<file path="config.mk">
export PLATFORM = sky130hd
export DESIGN_NAME = truth_table_sequencer
export DESIGN_NICKNAME = d
export VERILOG_FILES = /design/src/rtl/truth_table_sequencer_pkg.sv /design/src/rtl/truth_table_sequencer_vec_counter.sv /design/src/rtl/truth_table_sequencer.sv
export SDC_FILE = /design/constraint.sdc
export NUM_CORES = 1
export LEC_CHECK = 0
export CAP_MARGIN = 30
export CORE_MARGIN = 8
export CORE_UTILIZATION = 51
export CTS_CLUSTER_SIZE = 14
export DETAILED_ROUTE_END_ITERATION = 12
export PLACE_DENSITY = 0.79
export SLEW_MARGIN = 20
export SYNTH_ARGS = -nofsm -noshare
export SYNTH_HDL_FRONTEND = slang
export SYNTH_SLANG_ARGS = --single-unit
</file>
<file path="constraint.sdc">
create_clock -name clk -period 2.8 [get_ports clk]
set_clock_uncertainty 0.15 [all_clocks]
set_input_delay 0.56 -clock clk [delete_from_list [all_inputs] [get_ports clk]]
set_output_delay 0.56 -clock clk [all_outputs]
set_load 0.02 [all_outputs]
</file>
<file path="src/rtl/truth_table_sequencer_pkg.sv">
// Shared types and constants for the truth-table sequencer.
// Holds the sweep FSM encoding and the vector-index mapping helper.
package truth_table_sequencer_pkg;

   typedef enum logic [1:0] {
      ST_IDLE,
      ST_DRIVE,
      ST_SAMPLE,
      ST_DONE
   } state_e;

   localparam int NVEC3 = 8;
   localparam int NVEC4 = 16;

   localparam logic [3:0] LAST3 = 4'(NVEC3 - 1);
   localparam logic [3:0] LAST4 = 4'(NVEC4 - 1);

   // Returns {a,b,c,d}; in 3-variable mode d is tied low.
   function automatic logic [3:0] vec_map(input logic [3:0] idx,
                                          input logic       m4);
      return m4 ? idx : {idx[2:0], 1'b0};
   endfunction

endpackage

</file>
<file path="src/rtl/truth_table_sequencer_vec_counter.sv">
// Vector index counter and settle-time counter for the sequencer.
// Both counters saturate at their terminal count.
module tt_vec_counter
   import truth_table_sequencer_pkg::*;
#(
   parameter int SETTLE_CYCLES = 1
) (
   input  logic       clk,
   input  logic       rst,
   input  logic       idx_clr,
   input  logic       idx_en,
   input  logic [3:0] idx_last,
   output logic [3:0] idx,
   output logic       idx_tc,
   input  logic       settle_clr,
   input  logic       settle_en,
   output logic       settle_tc
);

   localparam logic [3:0] SETTLE_LAST = 4'(SETTLE_CYCLES - 1);

   logic [3:0] idx_q, idx_d;
   logic [3:0] settle_q, settle_d;

   assign idx       = idx_q;
   assign idx_tc    = (idx_q == idx_last);
   assign settle_tc = (settle_q == SETTLE_LAST);

   always_comb begin
      idx_d = idx_q;
      if (idx_clr) begin
         idx_d = 4'd0;
      end else if (idx_en && !idx_tc) begin
         idx_d = idx_q + 4'd1;
      end
   end

   always_comb begin
      settle_d = settle_q;
      if (settle_clr) begin
         settle_d = 4'd0;
      end else if (settle_en && !settle_tc) begin
         settle_d = settle_q + 4'd1;
      end
   end

   always_ff @(posedge clk or posedge rst) begin
      if (rst) begin
         idx_q    <= 4'd0;
         settle_q <= 4'd0;
      end else begin
         idx_q    <= idx_d;
         settle_q <= settle_d;
      end
   end

endmodule

</file>
<file path="src/rtl/truth_table_sequencer.sv">
// Sweeps 3- or 4-variable input vectors into SOP/POS implementations
// and captures both truth tables plus mismatch statistics.
module truth_table_sequencer
   import truth_table_sequencer_pkg::*;
#(
   parameter int SETTLE_CYCLES = 1
) (
   input  logic        clk,
   input  logic        rst,
   input  logic        start,
   input  logic        mode4,
   input  logic        abort,
   output logic        a,
   output logic        b,
   output logic        c,
   output logic        d,
   input  logic        sop_in,
   input  logic        pos_in,
   output logic        busy,
   output logic        done,
   output logic [15:0] sop_table,
   output logic [15:0] pos_table,
   output logic [4:0]  mismatch_count,
   output logic [3:0]  first_mismatch,
   output logic        mismatch_flag
);

   state_e      state_q, state_d;
   logic        mode4_q, mode4_d;
   logic [3:0]  vec_q, vec_d;
   logic        busy_q, busy_d;
   logic        done_q, done_d;
   logic [15:0] sop_q, sop_d;
   logic [15:0] pos_q, pos_d;
   logic [4:0]  cnt_q, cnt_d;
   logic [3:0]  first_q, first_d;
   logic        flag_q, flag_d;

   logic [3:0]  idx;
   logic        idx_tc;
   logic        settle_tc;
   logic        start_acc;

   assign start_acc = (state_q == ST_IDLE) && start;

   tt_vec_counter #(
      .SETTLE_CYCLES (SETTLE_CYCLES)
   ) u_cnt (
      .clk        (clk),
      .rst        (rst),
      .idx_clr    (start_acc),
      .idx_en     ((state_q == ST_SAMPLE) && !abort),
      .idx_last   (mode4_q ? LAST4 : LAST3),
      .idx        (idx),
      .idx_tc     (idx_tc),
      .settle_clr (state_q != ST_DRIVE),
      .settle_en  ((state_q == ST_DRIVE) && !abort),
      .settle_tc  (settle_tc)
   );

   always_comb begin
      state_d = state_q;
      mode4_d = mode4_q;
      vec_d   = vec_q;
      done_d  = 1'b0;
      sop_d   = sop_q;
      pos_d   = pos_q;
      cnt_d   = cnt_q;
      first_d = first_q;
      flag_d  = flag_q;
      unique case (state_q)
         ST_IDLE: begin
            if (start) begin
               state_d = ST_DRIVE;
               mode4_d = mode4;
               vec_d   = 4'd0;
               sop_d   = 16'd0;
               pos_d   = 16'd0;
               cnt_d   = 5'd0;
               first_d = 4'd0;
               flag_d  = 1'b0;
            end
         end
         ST_DRIVE: begin
            if (abort) begin
               state_d = ST_IDLE;
            end else if (settle_tc) begin
               state_d = ST_SAMPLE;
            end
         end
         ST_SAMPLE: begin
            // Abort wins: the in-flight sample is dropped.
            if (abort) begin
               state_d = ST_IDLE;
            end else begin
               sop_d[idx] = sop_in;
               pos_d[idx] = pos_in;
               if (sop_in != pos_in) begin
                  cnt_d = cnt_q + 5'd1;
                  if (!flag_q) begin
                     first_d = idx;
                     flag_d  = 1'b1;
                  end
               end
               if (idx_tc) begin
                  state_d = ST_DONE;
                  done_d  = 1'b1;
               end else begin
                  state_d = ST_DRIVE;
                  vec_d   = vec_map(idx + 4'd1, mode4_q);
               end
            end
         end
         ST_DONE: begin
            state_d = ST_IDLE;
         end
      endcase
      busy_d = (state_d == ST_DRIVE) || (state_d == ST_SAMPLE);
   end

   always_ff @(posedge clk or posedge rst) begin
      if (rst) begin
         state_q <= ST_IDLE;
         mode4_q <= 1'b0;
         vec_q   <= 4'd0;
         busy_q  <= 1'b0;
         done_q  <= 1'b0;
         sop_q   <= 16'd0;
         pos_q   <= 16'd0;
         cnt_q   <= 5'd0;
         first_q <= 4'd0;
         flag_q  <= 1'b0;
      end else begin
         state_q <= state_d;
         mode4_q <= mode4_d;
         vec_q   <= vec_d;
         busy_q  <= busy_d;
         done_q  <= done_d;
         sop_q   <= sop_d;
         pos_q   <= pos_d;
         cnt_q   <= cnt_d;
         first_q <= first_d;
         flag_q  <= flag_d;
      end
   end

   assign a              = vec_q[3];
   assign b              = vec_q[2];
   assign c              = vec_q[1];
   assign d              = vec_q[0];
   assign busy           = busy_q;
   assign done           = done_q;
   assign sop_table      = sop_q;
   assign pos_table      = pos_q;
   assign mismatch_count = cnt_q;
   assign first_mismatch = first_q;
   assign mismatch_flag  = flag_q;

endmodule

</file>
== Yosys cells after proc, flatten, opt, wreduce, memory -nomap -nowiden ==
Cells that the tools add are included.
Storage, ports and cells
  bits in latches: 0
  word-level logic and storage cells: 90
  memories: 0
  flip-flop bits (word level): 59
  bits in writable memories: 0
  bits in read-only memories: 0
  output and inout port bits: 48
  input port bits: 7
Operators by class
  multiplexer cells: 40
  bitwise logic cells: 0
  reductions and logical operators: 20
  add/sub/neg operators: 3
  eq/ne operators: 13
  $mul: 0
  magnitude comparators: 2
  shift-type cells: 0
  div/mod/pow operators: 0
Operator list (count)
  case mux 16 bit (2 select lines): 2
  two-way mux 16 bit: 3
  two-way mux 4 bit: 12
  bitwise mux 16 bit: 2
  case mux 4 bit (2 select lines): 2
  two-way mux 5 bit: 3
  two-way mux 2 bit: 5
  case mux 5 bit (2 select lines): 1
  adder 4 x 1 -> 4 bit, second input constant: 2
  inequality test 2 bit, second input constant: 4
  case mux 2 bit (4 select lines): 1
  AND reduction 4 bit: 2
  two-way mux 1 bit: 7
  == test 2 bit, second input constant: 3
  logical AND 1 bit: 6
  nonzero test 2 bit: 3
  adder 5 x 1 -> 5 bit, second input constant: 1
  less-than comparator 4 x 5 -> 1 bit, second input constant: 1
  AND reduction 5 bit: 1
  demux 1 bit (select 4 bit): 1
  == test 2 x 1 -> 1 bit, second input constant: 2
  == test 4 bit: 1
  greater-or-equal comparator 4 x 1 -> 1 bit, second input constant: 1
  zero test 4 bit: 1
  8 further kinds: 11

== Logic depth before layout (Yosys ltp) ==
Gate-level depths: netlist of the first run.
  depth after elaboration: 7
  gate-level depth with buffers: 6
  depth with buffers taken out: 6

== Cells and area by module ==
From an unflattened synthesis of the first run, not the netlist that was laid out.
Unflattened totals
  cells, all modules: 291
  area total of the unflattened synthesis: 2992.9 µm²
Modules (own cells, without submodules)
  truth_table_sequencer: cells each 245, area each 2521.2 µm², sequential area each 1276.2 µm², instances 1
  tt_vec_counter: cells each 46, area each 471.7 µm², sequential area each 200.2 µm², instances 1

== Worst setup path after synthesis of the first run ==
Ideal clock, no wire load.
  path type: input -> register
  start point: in abort
  end point: reg first_q[0] (netlist: first_mismatch[0])
  path buffers: 1
  arrival: 1.428 ns
  setup slack: 1.101 ns
  library setup time: 0.121 ns
  stages on the path: 5
  required time: 2.529 ns
  cell sequence: buf_2 -> nor2b_4 -> o21ai_4 -> or2_4 -> a22o_1
Between the ends
  longest elaborated chain between the ends: 2
Ends and longest elaborated chain
  from (decl): line truth_table_sequencer.sv:12  | input logic abort,
  inequality test 2 bit (no source line)
  AND reduction 5 bit (no source line)
  to (signal assigned): line truth_table_sequencer.sv:142  | first_q <= first_d;
  to (decl): line truth_table_sequencer.sv:36  | logic [3:0] first_q, first_d;
Every way passes these cells.
A chain may end at the register's enable or synchronous reset.

== Worst setup path in the final report of the first run ==
  start point: in start
  end point: reg u_cnt.idx_q[3] (netlist: u_cnt.idx[3])
Between the ends
  longest elaborated chain between the ends: 2
  elaborated cells between the ends (all ways): 3
  classes of those cells: mux: 1; reduce/logical: 2
Ends and longest elaborated chain
  from (decl): line truth_table_sequencer.sv:10  | input logic start,
  logical AND 1 bit (*): line truth_table_sequencer.sv:44  | assign start_acc = (state_q == ST_IDLE) && start;
  two-way mux 4 bit / nonzero test 2 bit (equally long branches)
  to (signal assigned): line truth_table_sequencer_vec_counter.sv:52  | idx_q <= idx_d;
  to (decl): line truth_table_sequencer_vec_counter.sv:22  | logic [3:0] idx_q, idx_d;
Mark *: on every way between the ends. The rest lies on a longest branch, timed or not.

==> results.ini, run 1 <==
[setup_path]
end_kind=flop
reg2reg_depth=5
crit_buf_inv=2
crit_path_max_incr_delay_ns=0.51
cp_max_fo=9
startpoint=start
r2r_start=state_q[0]$_DFF_PP0_
cp_slowest_cell=clkdlybuf4s50_1
cp.required_ns=2.85
reg2reg_setup_slack_ns=0.70
r2r-end=sop_table[10]$_DFFE_PP0P_
start_kind=primary input
arrival_ns=2.17
cp_top_family=buffers and inverters
path_cells=clkdlybuf4s50_1 -> nor2b_1 -> o221ai_1 -> buf_2 -> o21ai_0 -> o31ai_1
cp-endpoint=u_cnt.idx[3]$_DFFE_PP0P_
cp_num_cells=6
crit_type=primary input to flop

[cells_and_area]
fin_util_pct=66.6
n_antenna_cell=0
multi_input_area_sq_um=1170
final_common_cell=dfrtp_1
seqCellArea_sq_um=1480
layout.cells.non_filler=424
syn_to_final_growth_pct=28.1
final_cell_mix=dfrtp_1 (59), clkdlybuf4s50_1 (54), o21ai_0 (46), inv_1 (25), nand2_1 (24)
layout.nets=361
drive_gt1_share_pct=9.38
nFillCells=450

[yosys]
synth_ff_type=dfrtp_1
synth_area_sq_um=2830
postSynth.asyncResetShare_pct=100
postSynthAreaPerCell_sq_um=9.82
synth_seq_cells=59
yosysWarnings=0
synth_edf_count=0
syn_nets=302
synthCells=288
yosysSeqAreaShare_pct=52.2
yosysUniqueCellTypes=47

[min_path]
hp-start=vec_q[1]$_DFFE_PP0P_
hp-class=flop to flop
holdPathStages=2

[floorplan]
die_w_um=90.5
core_area_sq_um=5440
initial_utilization_pct=52.0
core.rowCount=27
dieArea_sq_um=8180
io_pins=55
die_h_um=90.5

[clock_network]
cts_sinks=59
cts_tree=yes
clk_path_buf_depth=2
post_cts_buffers=0
ctsRootBufferMaster=clkbuf_8
cts_repair_resize_count=0
cts.clk_slew.worst_paths_ns=0.06
cts_inserted_buffers=9
holdBufCountCts=0
insertion_delay_ns=0.33
htreeDepth=3

[global_route]
grt_max_degree=35
grt_overflow_total=0
grt_pass1_vias=2337
track_usage_pct=17.1
antenna_found_initial=0
grt_pass1_wl_um=11400

[route]
postRouteAntennaNets=0
drtIter0Drc=101
drt_wl_total_um=6640
vias_per_cell=5.45
vias=2311
dr.pass1.iters=5
drc=0
wire_per_inst_um=15.7

[sta]
tightest_slew_ns=0.814
setup_violations=0
rsz0062_at_grt=false
fmax_ghz=0.471
drv_slew=0
fin_crit_sh_pct=75.8
period_needed_ns=2.12
slew_headroom_pct=45.7
hold_viol_final=0
holdWs_ns=0.339
finalSetupTns_ns=0

[placed_design]
port_buffers=54
placedCellCount=407
dpl.hpwl_um=4830
gp_congestion=0.814

[pwr]
power_density_nw_per_um2=531
leakage_nw=1.53
ir_drop_mv=0.319

[status]
status=complete, no violations

[job]
maxCapViolCount=0

[worst min-delay path by stage]
| stage | end | slack (ns) |
|---|---|---|
| final | vec_q[1]$_DFFE_PP0P_ | 0.34 |
| after floorplan | u_cnt.settle_q[3]$_DFFE_PP0P_ | 0.37 |
| after CTS | vec_q[1]$_DFFE_PP0P_ | 0.35 |
| after global routing | first_mismatch[2]$_DFFE_PP0P_ | 0.37 |
| after detailed placement | vec_q[1]$_DFFE_PP0P_ | 0.33 |
| after global placement | vec_q[3]$_DFFE_PP0P_ | 0.32 |
[area by class of cell]
class	instances	share of cell area, %
Clock buffer	11	3.90
Clock inverter	5	1.45
Multi-Input combinational cell	191	32.2
Tap cell	72	2.49
Sequential cell	59	40.8
Inverter	26	2.70
Timing Repair Buffer	60	16.4
[power by group]
part	total [W]	internal (W)	switching [W]
Combinational	0.000262	0.0000957	0.000166
Sequential	0.000907	0.000877	0.0000300
Clock	0.000752	0.000430	0.000322
[tightest hold or removal path, cell delays in order, from the launching register on]
cell and delay, ns:
dfrtp_1 0.34, nand2_1 0.06, o31ai_2 0.05
[synthesized netlist by cell type (2+ instances only)]
cell	count	area share (%)
nor2b_1	5	1.1
inv_1	26	3.5
nand2_1	24	3.2
o21ai_0	46	8.1
clkbuf_8	2	0.97
o22ai_1	18	4.0
ha_1	7	3.1
dfrtp_1	59	52
a21oi_1	23	4.1
o311ai_1	2	0.62
nor3b_1	2	0.53
a22o_1	5	1.5
clkbuf_1	2	0.27
nand3_1	11	1.9
buf_4	2	0.53
nor2_1	10	1.3
xor2_1	3	0.93
o31ai_1	2	0.53
nand4_1	2	0.44
buf_2	4	0.71
nand2b_1	6	1.3
xnor2_1	2	0.62
[logic make-up (layout without fill, tap and decap cells)]
family	count (synthesis)	count (layout)	synth area share, %
AO/OA/AOI/OAI	105	105	22.2
adder cells (fa/ha/maj)	7	7	3.10
XOR/XNOR	6	6	2.12
flip-flops	59	59	52.2
buffers and inverters	38	102	6.50
AND/OR/NAND/NOR	73	73	13.9
[registers in the layout, indices dropped and copies added, names as in the netlist]
| register | count |
|---|---|
| vec_q | 4 |
| sop_table | 16 |
| state_q | 2 |
| busy | 1 |
| u_cnt.idx | 4 |
| first_mismatch | 4 |
| mismatch_flag | 1 |
| u_cnt.settle_q | 4 |
| pos_table | 16 |
| mode4_q | 1 |
| mismatch_count | 5 |
| done | 1 |
[layer usage]
| layer | GRT usage [%] | vias to the layer above | part of all wire [%] |
|---|---|---|---|
| li1 | - | 1130 | - |
| met3 | 5.40 | 7 | 6.7 |
| met4 | 7.35 | 0 | 1.1 |
| met1 | 20.4 | 1094 | 44 |
| met5 | 0 | - | 0 |
| met2 | 27.8 | 80 | 49 |
[metrics by stage]
step | cell area [sq um] | power [W] | worst slack (ns)
finish | 3620 | 0.00192 | 0.677
floorplan | 2830 | 0.00110 | 0.634
detailed placement | 3420 | 0.00118 | 0.239
global route | 3620 | 0.00201 | 0.500
CTS | 3620 | 0.00194 | 0.579
global placement | 3420 | 0.00118 | 0.325
Power figures use the tool's default switching activity.
==> inputs of run 2 (changes only) <==
Settings changed: CORE_UTILIZATION 51 to 47, PLACE_DENSITY 0.79 to 0.76.
Clock period 2.8 ns to 1.89 ns, I/O delays scaled along.
==> run 2 against run 1 <==
Final cell count increased by 5.0%. Count of clock-buffer cells in the layout increased by 1. Clock power increased by 40%. Sequential share of layout area decreased by 1.7 points. Critical path type is now flop to output port. Largest power group unchanged.
==> results.ini, run 2 (same netlist as run 1, synthesis figures left out) <==
[status]
status=complete, no violations

[sta]
tightest_slew_ns=0.549
period_needed_ns=1.84
drv_slew=0
fin_crit_sh_pct=97.5
hold_viol_final=0
finalSetupTns_ns=0
fmax_ghz=0.543
slew_headroom_pct=63.0
setup_violations=0

[clock_network]
ctsRootBufferMaster=clkbuf_8
post_cts_buffers=0
cts_sinks=59
htreeDepth=3
cts_tree=yes
cts_inserted_buffers=9
cts.clk_slew.worst_paths_ns=0.07
insertion_delay_ns=0.34
clk_path_buf_depth=2

[setup_path]
cp.required_ns=1.36
crit_type=flop to output port
end_kind=output port
cp_top_family=buffers and inverters
cp_num_cells=1
start_kind=flop
path_cells=clkdlybuf4s50_1
cp_slowest_cell=clkdlybuf4s50_1
crit_path_max_incr_delay_ns=0.61
cp_max_fo=2
reg2reg_depth=3
arrival_ns=1.31
crit_buf_inv=1

[floorplan]
initial_utilization_pct=48.0
core.rowCount=28
die_h_um=93.6
dieArea_sq_um=8750
io_pins=55
die_w_um=93.6
core_area_sq_um=5890

[cells_and_area]
syn_to_final_growth_pct=33.5
n_antenna_cell=0
drive_gt1_share_pct=13.8
final_common_cell=dfrtp_1
layout.nets=379
final_cell_mix=dfrtp_1 (59), o21ai_0 (46), clkdlybuf4s50_1 (42), inv_1 (25), nand2_1 (24)
layout.cells.non_filler=445

[placed_design]
dpl.hpwl_um=5150
gp_congestion=0.823
port_buffers=54
placedCellCount=429

[route]
drtIter0Drc=98
drt_wl_total_um=7020
postRouteAntennaNets=0
wire_per_inst_um=15.8
dr.pass1.iters=4
vias_per_cell=5.46
drc=0
vias=2429

[global_route]
grt_pass1_vias=2493
grt_max_degree=60
track_usage_pct=17.2
grt_pass1_wl_um=11900
grt_overflow_total=0
antenna_found_initial=0

[pwr]
power_density_nw_per_um2=749
ir_drop_mv=0.467
leakage_nw=1.77

[min_path]
hp-class=primary input to asynchronous set/reset pin

[job]
maxCapViolCount=0

-- run 2: changes by cell type in the layout (fill, tap and decap cells not counted) --
cell / previous run / this run
buf_4: 4 / 22
dlymetal6s2s_1: 0 / 7
dlygate4sd2_1: 0 / 5
clkdlybuf4s50_1: 54 / 42
clkinv_2: 3 / 2
buf_2: 1 / 0
clkbuf_8: 10 / 11
inv_2: 1 / 0
clkinvlp_4: 1 / 3
buf_12: 1 / 2
bufinv_16: 1 / 0
-- run 2: repair_timing --
action | in CTS | in global routing
resized for setup | 5 | 7
endpoints found under the hold margin | 0 | 0
pin swaps | 0 | 0
setup endpoints to repair | 5 | 7
hold buffers | 0 | 0
-- run 2: worst paths after layout --
path / slack [ns] / start / to
setup / recovery: 0.05 / pos_table[10]$_DFFE_PP0P_ / pos_table[10]
hold / removal: 0.31 / rst / pos_table[13]$_DFFE_PP0P_
setup reg to reg: 0.13 / u_cnt.idx[3]$_DFFE_PP0P_ / busy$_DFF_PP0_
hold reg to reg: 0.33 / vec_q[0]$_DFFE_PP0P_ / vec_q[0]$_DFFE_PP0P_
max in group asynchronous: 1.03 / rst / first_mismatch[2]$_DFFE_PP0P_
min in group clk: 0.33 / vec_q[0]$_DFFE_PP0P_ / vec_q[0]$_DFFE_PP0P_
-- run 2: area by class of cell --
class,count,area [sq um]
multi-input cells,191,1170
flip-flops and latches,59,1480
inverters,26,101
well taps,75,93.8
clock inverters,4,25.0
fillers,501,2110
repair buffers,78,757
clock buffers,12,155
-- run 2: metrics by stage --
stage	utilization [%]	worst slack [ns]	hold WS [ns]	instance area (sq um)	power [W]
3_5_place_dp	60.9	-0.230	0.316	3580	0.00180
4_1_cts	63.9	0.0212	0.318	3760	0.00285
3_3_place_gp	60.9	-0.106	0.316	3580	0.00180
5_1_grt	64.2	-0.00442	0.320	3780	0.00298
2_1_floorplan	-	0.276	0.328	2830	0.00163
6_report	64.2	0.0480	0.311	3780	0.00283
-- run 2: layer usage --
layer | GRT usage [%] | part of all wire, % | up-vias
met5 | 0 | 0 | -
met4 | 5.94 | 1.2 | 0
met3 | 5.69 | 6.3 | 10
met2 | 27.8 | 48 | 63
met1 | 21.0 | 45 | 1184
li1 | - | - | 1172
-- run 2: power by group --
part | leakage (nW) | switching [W] | internal (W) | total, W
sequential | 0.817 | 0.0000285 | 0.00130 | 0.00133
combinational | 0.865 | 0.000275 | 0.000178 | 0.000453
clock | 0.0884 | 0.000505 | 0.000543 | 0.00105
total | 1.77 | 0.000809 | 0.00202 | 0.00283
==> inputs of run 3 (changes only) <==
Settings changed: RECOVER_POWER from default to 50.
==> run 3 against run 2 <==
Register-to-register slack better by 0.02 ns. Highest routed layer unchanged. First-iteration DRC count is 7.1% higher. Critical path depth is 4 higher. Wire length is 0.70% lower. Largest cell class unchanged. Die area stayed put. Sequential share of layout area is 0.85 points higher.
==> results.ini, run 3 (same netlist as run 1, synthesis figures left out) <==
[status]
status=complete, no violations

[sta]
fin_crit_sh_pct=97.4
fmax_ghz=0.543
period_needed_ns=1.84
tightest_slew_ns=0.784
hold_viol_final=0
slew_headroom_pct=47.7
setup_violations=0
drv_slew=0
holdWs_ns=0.330

[route]
dr.pass1.iters=4
drc=0
vias_per_cell=5.49
postRouteAntennaNets=0
wire_per_inst_um=15.7
drtIter0Drc=105
drt_wl_total_um=6970
vias=2445

[cells_and_area]
layout.nets=379
n_antenna_cell=0
final_cell_mix=dfrtp_1 (59), o21ai_0 (46), clkdlybuf4s50_1 (40), inv_1 (25), nand2_1 (24)
drive_gt1_share_pct=13.5
syn_to_final_growth_pct=30.7
final_common_cell=dfrtp_1

[clock_network]
ctsRootBufferMaster=clkbuf_8
cts.clk_slew.worst_paths_ns=0.06
insertion_delay_ns=0.33
holdBufCountCts=0
cts_tree=yes
cts_inserted_buffers=9
htreeDepth=3
clk_path_buf_depth=2
cts_sinks=59

[min_path]
hp-class=flop to flop
holdPathStages=2
hold_end=vec_q[0]$_DFFE_PP0P_
hp-start=vec_q[0]$_DFFE_PP0P_

[setup_path]
cp_max_fo=5
arrival_ns=1.90
r2r_start=u_cnt.settle_q[0]$_DFFE_PP0P_
cp.required_ns=1.95
r2r-end=u_cnt.settle_q[2]$_DFFE_PP0P_
end_kind=flop
crit_path_max_incr_delay_ns=0.59
path_cells=dlygate4sd3_1 -> clkbuf_2 -> and3b_1 -> nand4_1 -> o311ai_1
cp_slowest_cell=dlygate4sd3_1
crit_type=primary input to flop
reg2reg_depth=6
start_kind=primary input
reg2reg_setup_slack_ns=0.15

[placed_design]
port_buffers=54
dpl.hpwl_um=5150
gp_congestion=0.823

[floorplan]
initial_utilization_pct=48.0
core_area_sq_um=5890
io_pins=55
core.rowCount=28
die_w_um=93.6
die_h_um=93.6
dieArea_sq_um=8750

[global_route]
grt_pass1_vias=2493
grt_pass1_wl_um=11900
track_usage_pct=17.2
grt_overflow_total=0
antenna_found_initial=0
grt_max_degree=60

[pwr]
ir_drop_mv=0.466
leakage_nw=1.62
power_w=0.00281
power_density_nw_per_um2=761

[job]
maxCapViolCount=0

==> run 3: worst max-delay path, delay by kind of cell <==
kind / cells / cell delay [ns]
simple gates: 2 / 0.40
buf+inv: 2 / 0.80
compound gates: 1 / 0.32
==> run 3: power breakdown <==
part           internal [W]  switching [W]
registers           0.00130      0.0000286
logic              0.000170       0.000272
clock network      0.000543       0.000499
==> run 3: how the worst max path moves through the flow <==
stage	start	end	slack, ns	cells after the start
after floorplan	u_cnt.settle_q[0]$_DFFE_PP0P_	u_cnt.settle_q[2]$_DFFE_PP0P_	0.28	6
after global placement	pos_in	mismatch_count[4]$_DFFE_PP0P_	-0.11	6
after detailed placement	pos_in	mismatch_count[3]$_DFFE_PP0P_	-0.23	5
after CTS	pos_table[10]$_DFFE_PP0P_	pos_table[10]	0.02	1
after global routing	sop_table[14]$_DFFE_PP0P_	sop_table[14]	-0.004	1
final	abort	mismatch_count[3]$_DFFE_PP0P_	0.05	5
==> run 3: per-layer routing <==
layer	global-route usage [%]	up-vias	part of all wire, %
met1	21.0	1184	45
met4	5.94	0	1.5
met3	5.69	13	6.8
li1	-	1172	-
met2	27.8	76	47
met5	0	-	0
==> run 3: timing repair <==
| item | in CTS | in global routing |
|---|---|---|
| pin swaps | 0 | 0 |
| setup endpoints to repair | 5 | 7 |
| setup buffers | 0 | 0 |
| gates resized for setup | 5 | 7 |
==> run 3: through the flow <==
step	instances	setup TNS, ns	area (sq um)	utilization (%)	setup slack, ns
finish	445	0	3700	62.8	0.0498
global route	445	-0.00442	3700	62.8	-0.00442
CTS	445	0	3760	63.9	0.0212
detailed placement	429	-4.86	3580	60.9	-0.230
global placement	429	-3.09	3580	60.9	-0.106
floorplan	288	0	2830	-	0.276
==> run 3: final cells by class <==
| cell class | count | area (sq um) |
|---|---|---|
| Fill cell | 513 | 2190 |
| Sequential cell | 59 | 1480 |
| Multi-Input combinational cell | 191 | 1170 |
| Timing Repair Buffer | 78 | 677 |
| Clock buffer | 12 | 155 |
| Inverter | 26 | 101 |
| Tap cell | 75 | 93.8 |
| Clock inverter | 4 | 25.0 |
